### src/rtl/d_reg_pkg.sv
// d_reg_pkg: shared definitions for the d_reg_pipe family.
//   clog2_min1()    - ceil(log2(n)) but never below 1, so a counter or select
//                     port derived from a small depth still has a legal width.
//   DEFAULT_RST_VAL - data value loaded into every stage on reset unless a
//                     different RST_VAL is supplied.
package d_reg_pkg;

  localparam int unsigned DEFAULT_RST_VAL = 0;

  function automatic int clog2_min1(input int n);
    return (n <= 2) ? 1 : $clog2(n);
  endfunction

endpackage : d_reg_pkg

### src/rtl/d_reg_stage.sv
// d_reg_stage: one enabled data/valid stage of the d_reg_pipe delay chain.
// Ports:
//   clk     - rising-edge clock
//   rst     - synchronous active-high reset; loads rst_val and clears valid
//   en      - advance enable; din/vin captured only when 1
//   clr     - synchronous flush of the valid bit; data is left untouched
//   din/vin - data and valid from the previous stage (or the pipe input)
//   rst_val - data value loaded on reset
//   dout    - registered data
//   vout    - registered valid
module d_reg_stage
  import d_reg_pkg::*;
#(
  parameter int WIDTH = 8
) (
  input  logic             clk,
  input  logic             rst,
  input  logic             en,
  input  logic             clr,
  input  logic [WIDTH-1:0] din,
  input  logic             vin,
  input  logic [WIDTH-1:0] rst_val,
  output logic [WIDTH-1:0] dout,
  output logic             vout
);

  // NOTE: registers use non-blocking assignments so every stage samples the
  // pre-edge value of its neighbour; blocking here would collapse the chain.
  // NOTE: data is reset as well as valid, so q never shows X after reset even
  // though invalid data is architecturally don't-care.
  always_ff @(posedge clk) begin
    if (rst) begin
      dout <= rst_val;
      vout <= 1'b0;
    end else if (clr) begin
      // Flush wins over enable and leaves the data word where it is.
      vout <= 1'b0;
    end else if (en) begin
      dout <= din;
      vout <= vin;
    end
  end

endmodule : d_reg_stage

### src/rtl/d_reg_pipe.sv
// d_reg_pipe: stallable, programmable-latency data/valid delay line.
// Ports:
//   clk        - rising-edge clock
//   rst        - synchronous active-high reset (priority over clr and en)
//   en         - advance enable; the whole chain shifts only when 1
//   clr        - synchronous flush of all valid bits (incoming d_valid too)
//   d/d_valid  - input data and qualifier
//   tap_sel    - output tap; delay is tap_sel+1 enabled edges, clamped to
//                the last stage when tap_sel >= DEPTH
//   q/q_valid  - data and valid of the selected stage (combinational mux)
//   fill_count - number of stages holding valid data
//   full/empty - fill_count == DEPTH / fill_count == 0
module d_reg_pipe
  import d_reg_pkg::*;
#(
  parameter int              WIDTH   = 8,
  parameter int              DEPTH   = 4,
  parameter logic [WIDTH-1:0] RST_VAL = WIDTH'(DEFAULT_RST_VAL),
  parameter int              CW      = clog2_min1(DEPTH + 1),
  parameter int              TW      = clog2_min1(DEPTH)
) (
  input  logic             clk,
  input  logic             rst,
  input  logic             en,
  input  logic             clr,
  input  logic [WIDTH-1:0] d,
  input  logic             d_valid,
  input  logic [TW-1:0]    tap_sel,
  output logic [WIDTH-1:0] q,
  output logic             q_valid,
  output logic [CW-1:0]    fill_count,
  output logic             full,
  output logic             empty
);

  logic [WIDTH-1:0] data_chain [DEPTH];
  logic [DEPTH-1:0] valid_chain;
  logic [WIDTH-1:0] stage_din  [DEPTH];
  logic [DEPTH-1:0] stage_vin;
  int               tap_idx;

  for (genvar i = 0; i < DEPTH; i++) begin : g_stage
    if (i == 0) begin : g_head
      assign stage_din[i] = d;
      assign stage_vin[i] = d_valid;
    end else begin : g_link
      assign stage_din[i] = data_chain[i-1];
      assign stage_vin[i] = valid_chain[i-1];
    end

    d_reg_stage #(
      .WIDTH (WIDTH)
    ) u_stage (
      .clk     (clk),
      .rst     (rst),
      .en      (en),
      .clr     (clr),
      .din     (stage_din[i]),
      .vin     (stage_vin[i]),
      .rst_val (RST_VAL),
      .dout    (data_chain[i]),
      .vout    (valid_chain[i])
    );
  end

  // NOTE: every output of this block gets a default before the loop, so no
  // path leaves q/q_valid unassigned and no latch is inferred.
  always_comb begin
    tap_idx = DEPTH - 1;
    if (int'(tap_sel) < DEPTH) tap_idx = int'(tap_sel);
    q       = data_chain[0];
    q_valid = valid_chain[0];
    for (int i = 0; i < DEPTH; i++) begin
      if (i == tap_idx) begin
        q       = data_chain[i];
        q_valid = valid_chain[i];
      end
    end
  end

  // Tracks popcount(valid_chain) incrementally: a shift brings d_valid in and
  // pushes the last stage's valid out. The result always lies in 0..DEPTH, so
  // the CW-bit modular add/subtract never wraps.
  always_ff @(posedge clk) begin
    if (rst || clr) begin
      fill_count <= '0;
    end else if (en) begin
      fill_count <= fill_count + CW'(d_valid) - CW'(valid_chain[DEPTH-1]);
    end
  end

  assign full  = (fill_count == CW'(DEPTH));
  assign empty = (fill_count == '0);

endmodule : d_reg_pipe

### config.mk
export PLATFORM = sky130hd
export DESIGN_NAME = d_reg_pipe
export DESIGN_NICKNAME = d
export VERILOG_FILES = /design/src/rtl/d_reg_pkg.sv /design/src/rtl/d_reg_stage.sv /design/src/rtl/d_reg_pipe.sv
export SDC_FILE = /design/constraint.sdc
export NUM_CORES = 1
export LEC_CHECK = 0
export ABC_AREA = 1
export CORE_ASPECT_RATIO = 2
export CORE_MARGIN = 2
export CORE_UTILIZATION = 50
export DETAILED_ROUTE_END_ITERATION = 7
export PLACE_DENSITY = 0.75
export SLEW_MARGIN = 10
export SYNTH_ARGS = -nofsm -noshare
export SYNTH_HDL_FRONTEND = slang
export SYNTH_SLANG_ARGS = --single-unit
### constraint.sdc
create_clock -name clk -period 4.5 [get_ports clk]
set_input_delay 0.9 -clock clk [delete_from_list [all_inputs] [get_ports clk]]
set_output_delay 0.9 -clock clk [all_outputs]
set_load 0.03 [all_outputs]
==> impl_metrics.tcl, run 1 <==
set metrics [dict create \
    fin_worst_skew_ps 1.48 \
    cts.clk_slew.worst_paths_ps 70 \
    power.density_nw_per_um2 375 \
    rsz0062_at_grt "false" \
    wirelength_um 3710 \
    drive_gt1_frac 0.0919 \
    antenna_left 0 \
    grt_max_degree 33 \
    final_hold_viol_count 0 \
    dpl.hpwl_um 2460 \
    critPathSlowestCell "clkdlybuf4s50_1" \
    timing.final.crit_period_ps 3920 \
    crit_buf_inv 4 \
    h-tree-depth 2 \
    mappedNetlistArea_sq_um 1810 \
    hold_depth 2 \
    clock-root-buffer "clkbuf_8" \
    antennaDiodeCount 0 \
    yosysSeqAreaShare 0.432 \
    clockBufferDepth 2 \
    cp.depth 8 \
    gp_congestion 0.740 \
    cp-start-kind "input pin" \
    syn_inst 247 \
    die_x_um 46.5 \
    drc 0 \
    status "finished, final reports clean" \
    clock_latency_ps 290 \
    path_max_fanout 12 \
    yosysWarnings 0 \
    crit_type "input pin to output pin" \
    firstDrtPassIters 4 \
    dp_slack_ps 584 \
    track_usage 0.199 \
    start_util 0.512 \
    arrival_ps 3020 \
    coreArea_sq_um 3530 \
    globalRouteOverflowTotal 0 \
    reg2regPathDepth 11 \
    grt_pass1_wl_um 6050 \
    cts.sinks 39 \
    ctsResizeCount 0 \
    ys_seq_elements 39 \
    worstMarginPinSlew_ps 950 \
    routedWlPerCell_um 11.6 \
    boundaryPins 29 \
    placed_area_sq_um 2070 \
    fillers 332 \
    path_delay_family "buffers and inverters" \
    area_growth_pct 20.8 \
    slew_headroom 0.366 \
    yosysTopAreaCellShare 0.432 \
    fmax_mhz 255 \
    path_cells "clkdlybuf4s50_1 -> inv_1 -> nand2_2 -> inv_2 -> nand2_1 -> nand3_1 -> nand2_1 -> clkdlybuf4s50_1" \
    rows 31 \
    cts_tree "built" \
    syn_avg_cell_area_sq_um 7.32 \
    synth_common_cells "51 x nor2_1, 42 x nand2_1, 39 x dfxtp_1" \
    end_kind "output pin" \
    die_h_um 89.0 \
    cp.required_ps 3600 \
    leakage_nw 0.900 \
    min_path_type "register to register" \
    synth.area.top_cells "dfxtp_1 43%, nor2_1 11%, nand2_1 8.7%, o21ai_1 6.1%, o21ai_0 4.7%" \
    synth_nets 265 \
    yosys.area.top_type "dfxtp_1" \
    instances_no_fill 321 \
    numCtsBuffers 5 \
    fin_area_sq_um 2180 \
    synth_most_common_cell "nor2_1" \
    port_buffers 28 \
    grt_antenna_before_repair 0 \
    fin_crit_sh 0.872 \
    synth_edf_count 0 \
    vias 1626 \
    setup_ws_ps 576 \
    fp.dieArea_sq_um 4140 \
    ys_types 25 \
    viasPerCell 5.07 \
    slowest_delay_ps 770 \
    setup_viol 0 \
    hold_buffers 0 \
    place_inst 313 \
    cts_setup_buffers 0 \
    seq_area_sq_um 781 \
    maxSlewViolCount 0 \
    ys.flop_type "dfxtp_1" \
    grt_pass1_vias 1405 \
    dr.first_iter.drc_count 61 \
    async_reset_ff_frac 0 \
    nNetsFinal 289 \
    vdd_ir_drop_max_uv 318 \
    drv_cap 0 \
    finalSetupTns_ps 0 \
    multi_input_area_sq_um 872 \
]
## placed cells by master (no fill, tap or decap), drive strengths merged
master and count:
a21oi 15, fa 1, nand3b 6, nor3b 1, clkdlybuf4s50 28, clkinv 2
nand2 45, nand3 9, dfxtp 39, o21ai 45, ha 2, nor2 52
clkbuf 6, inv 18, nand4 1, bufinv 1, nor3 1
## registers in the layout, indices dropped and copies added (netlist names)
signal and flops:
fill_count 3, g_stage.u_stage.dout 32, g_stage.u_stage.vout 4
## cells by family after synthesis
family,after synthesis,synth area share
buffers and inverters,30,0.0858
DFF,39,0.432
AOI/OAI and AO/OA,60,0.185
adders and majority gates,3,0.0249
and+or+nand+nor,115,0.273
## metrics by stage
step | util | power (W) | hold slack (ps)
floorplan | - | 0.000480 | 439
global placement | 0.585 | 0.000522 | 459
detailed placement | 0.585 | 0.000525 | 462
CTS | 0.619 | 0.000825 | 473
global route | 0.619 | 0.000851 | 503
finish | 0.619 | 0.000819 | 483
## routing by layer
| metal | part of all wire | vias up | track usage |
|---|---|---|---|
| met5 | 0 | - | 0 |
| met2 | 0.48 | 36 | 0.331 |
| met3 | 0.042 | 8 | 0.0505 |
| met1 | 0.46 | 732 | 0.231 |
| li1 | - | 850 | - |
| met4 | 0.018 | 0 | 0.0909 |
## where the power goes
part	internal (W)	total, W	switching, W
sequential	0.000366	0.000379	0.0000136
combinational	0.0000562	0.000137	0.0000811
clock	0.000179	0.000303	0.000123
## cell type report
type | count | area share
inverters | 19 | 0.0327
well taps | 49 | 0.0281
clock buffers | 6 | 0.0378
flip-flops and latches | 39 | 0.358
multi-input cells | 178 | 0.399
repair buffers | 28 | 0.128
clock inverters | 2 | 0.0160
## worst min-delay path, stage by stage (launching register included)
cell and delay [ps]:
dfxtp_1 310, inv_1 70, a21oi_1 60
## final timing paths
| check | from | end | slack, ps |
|---|---|---|---|
| setup reg to reg | fill_count[0]$_SDFFE_PP0P_ | fill_count[2]$_SDFFE_PP0P_ | 2670 |
| hold / removal | g_stage[2].u_stage.vout$_SDFFE_PP0P_ | g_stage[3].u_stage.vout$_SDFFE_PP0P_ | 480 |
| hold reg to reg | g_stage[2].u_stage.vout$_SDFFE_PP0P_ | g_stage[3].u_stage.vout$_SDFFE_PP0P_ | 480 |
| setup / recovery | tap_sel[1] | q[2] | 580 |
(Power assumes the default switching activity.)
==> run 2: changes to the inputs <==
- TNS_END_PERCENT: default -> 20
==> results of run 2 <==
Same layout as run 1: the final DEF is identical, and so are final timing and power.
==> run 3: changes to the inputs <==
- CORE_MARGIN: 2 -> default
- CTS_BUF_LIST: default -> sky130_fd_sc_hd__clkbuf_16
- SKIP_CTS_REPAIR_TIMING: default -> 1
==> run 3 against run 2 <==
Effect of this change:
- fmax up 1.7%
- cell count down 0.31%
- combinational power about the same
- non-clock buffer count unchanged
- clock power up 7.3%
- sequential cell count unchanged
- clock skew up 1.4 ps
- register-to-register slack better by 30 ps
- worst setup slack better by 65 ps
- worst hold slack worse by 5.7 ps
- routed wire length up 2.2%
- global-route usage up 2.5 points
==> impl_metrics.tcl, run 3 (synthesis gave the netlist of run 1 again) <==
set metrics [dict create \
    dr.first_iter.drc_count 33 \
    vdd_ir_drop_max_uv 280 \
    maxSlewViolCount 0 \
    instances_no_fill 320 \
    port_buffers 28 \
    largest_register_ffs 32 \
    drc 0 \
    final_cell_mix "51 x nor2_1, 42 x nand2_1, 39 x dfxtp_1, 28 x clkdlybuf4s50_1, 22 x o21ai_1" \
    cp.required_ps 3600 \
    globalRouteOverflowTotal 0 \
    path_max_fanout 12 \
    grt_max_degree 33 \
    r2r_setup_slack_ps 2700 \
    final_hold_viol_count 0 \
    clock_latency_ps 280 \
    fin_crit_sh 0.857 \
    fp.dieArea_sq_um 3880 \
    area_growth_pct 21.7 \
    clockBufferDepth 2 \
    reg2regPathDepth 11 \
    antenna_left 0 \
    track_usage 0.224 \
    fmax_mhz 259 \
    worstMarginPinSlew_ps 947 \
    nNetsFinal 289 \
    drive_gt1_frac 0.0809 \
    dp_slack_ps 642 \
    vias 1638 \
    cts_tree "built" \
    end_kind "output pin" \
    boundaryPins 29 \
    firstDrtPassIters 4 \
    numCtsBuffers 5 \
    status "finished, final reports clean" \
    placed_area_sq_um 2060 \
    routedWlPerCell_um 11.9 \
    leakage_nw 0.909 \
    crit_type "input pin to output pin" \
    place_inst 312 \
    final_common_cell "nor2_1" \
    viasPerCell 5.12 \
    die_x_um 44.5 \
    clock-root-buffer "clkbuf_16" \
    dpl.hpwl_um 2690 \
    min_path_type "register to register" \
    start_util 0.529 \
    fin_worst_skew_ps 2.84 \
    holdWs_ps 478 \
    min_from "g_stage[1].u_stage.dout[4]$_SDFFE_PP0P_" \
    antennaDiodeCount 0 \
    power.density_nw_per_um2 383 \
    drv_cap 0 \
    arrival_ps 2960 \
    fin_area_sq_um 2200 \
    cts.sinks 39 \
    registers.top_by_ff_count "g_stage.u_stage.dout" \
    rsz0062_at_grt "false" \
    slew_headroom 0.368 \
    grt_antenna_before_repair 0 \
    r2r_start "fill_count[0]$_SDFFE_PP0P_" \
    h-tree-depth 2 \
    coreArea_sq_um 3420 \
    largestRegisters "g_stage.u_stage.dout (32), g_stage.u_stage.vout (4), fill_count (3)" \
    holdPathEnd "g_stage[1].u_stage.dout[4]$_SDFFE_PP0P_" \
    rr_endpoint "fill_count[2]$_SDFFE_PP0P_" \
    die_h_um 87.0 \
    grt_pass1_vias 1479 \
    timing.final.crit_period_ps 3860 \
    rows 30 \
    hold_depth 2 \
    wirelength_um 3800 \
    setup_ws_ps 642 \
    cts.clk_slew.worst_paths_ps 50 \
    finalSetupTns_ps 0 \
    setup_viol 0 \
    gp_congestion 0.791 \
    grt_pass1_wl_um 6430 \
    cp-start-kind "input pin" \
]
==> run 3: changes by cell type in the layout (fill, tap and decap cells not counted), sizes merged <==
cell,change
bufinv,-1
inv,+1
clkinv,+1
clkbuf,-1
==> run 3: worst max-delay path by stage <==
stage          depth (start not counted)  slack (ps)  endpoint  startpoint
5_1_grt                                8         480      q[5]  tap_sel[1]
4_1_cts                                8         640      q[5]  tap_sel[1]
3_3_place_gp                           8         660      q[1]  tap_sel[1]
2_1_floorplan                          5        2070      q[0]  tap_sel[1]
6_report                               8         640      q[2]  tap_sel[1]
3_5_place_dp                           8         640      q[1]  tap_sel[1]
==> run 3: report_power, final <==
group	total [W]	internal, W	switching (W)
clock network	0.000325	0.000199	0.000126
logic	0.000137	0.0000563	0.0000804
registers	0.000381	0.000366	0.0000145
==> run 3: cell type report <==
type,instances,area [sq um]
clock buffer,5,125
clock inverter,3,11.3
fill,296,1210
inverter,19,71.3
multi-input combinational,178,872
sequential,39,781
tap,48,60.1
timing repair buffer,28,280
==> run 3: worst max-delay path, cell delays in order <==
cell and delay, ps:
clkdlybuf4s50_1 730, inv_1 150, nand2_2 180, inv_2 90
nand2_1 60, nand3_1 90, nand2_1 80, clkdlybuf4s50_1 660
==> run 3: routing by layer <==
metal,part of all wire,up-vias,global-route usage
met2,0.57,39,0.425
met3,0.036,7,0.0394
met4,0.020,0,0.0992
met1,0.38,749,0.223
li1,-,843,-
met5,0,-,0
==> run 3: metrics by stage <==
step	utilization	power (W)
floorplan	-	0.000480
global placement	0.604	0.000524
detailed placement	0.604	0.000526
CTS	0.644	0.000848
global route	0.644	0.000882
finish	0.644	0.000842
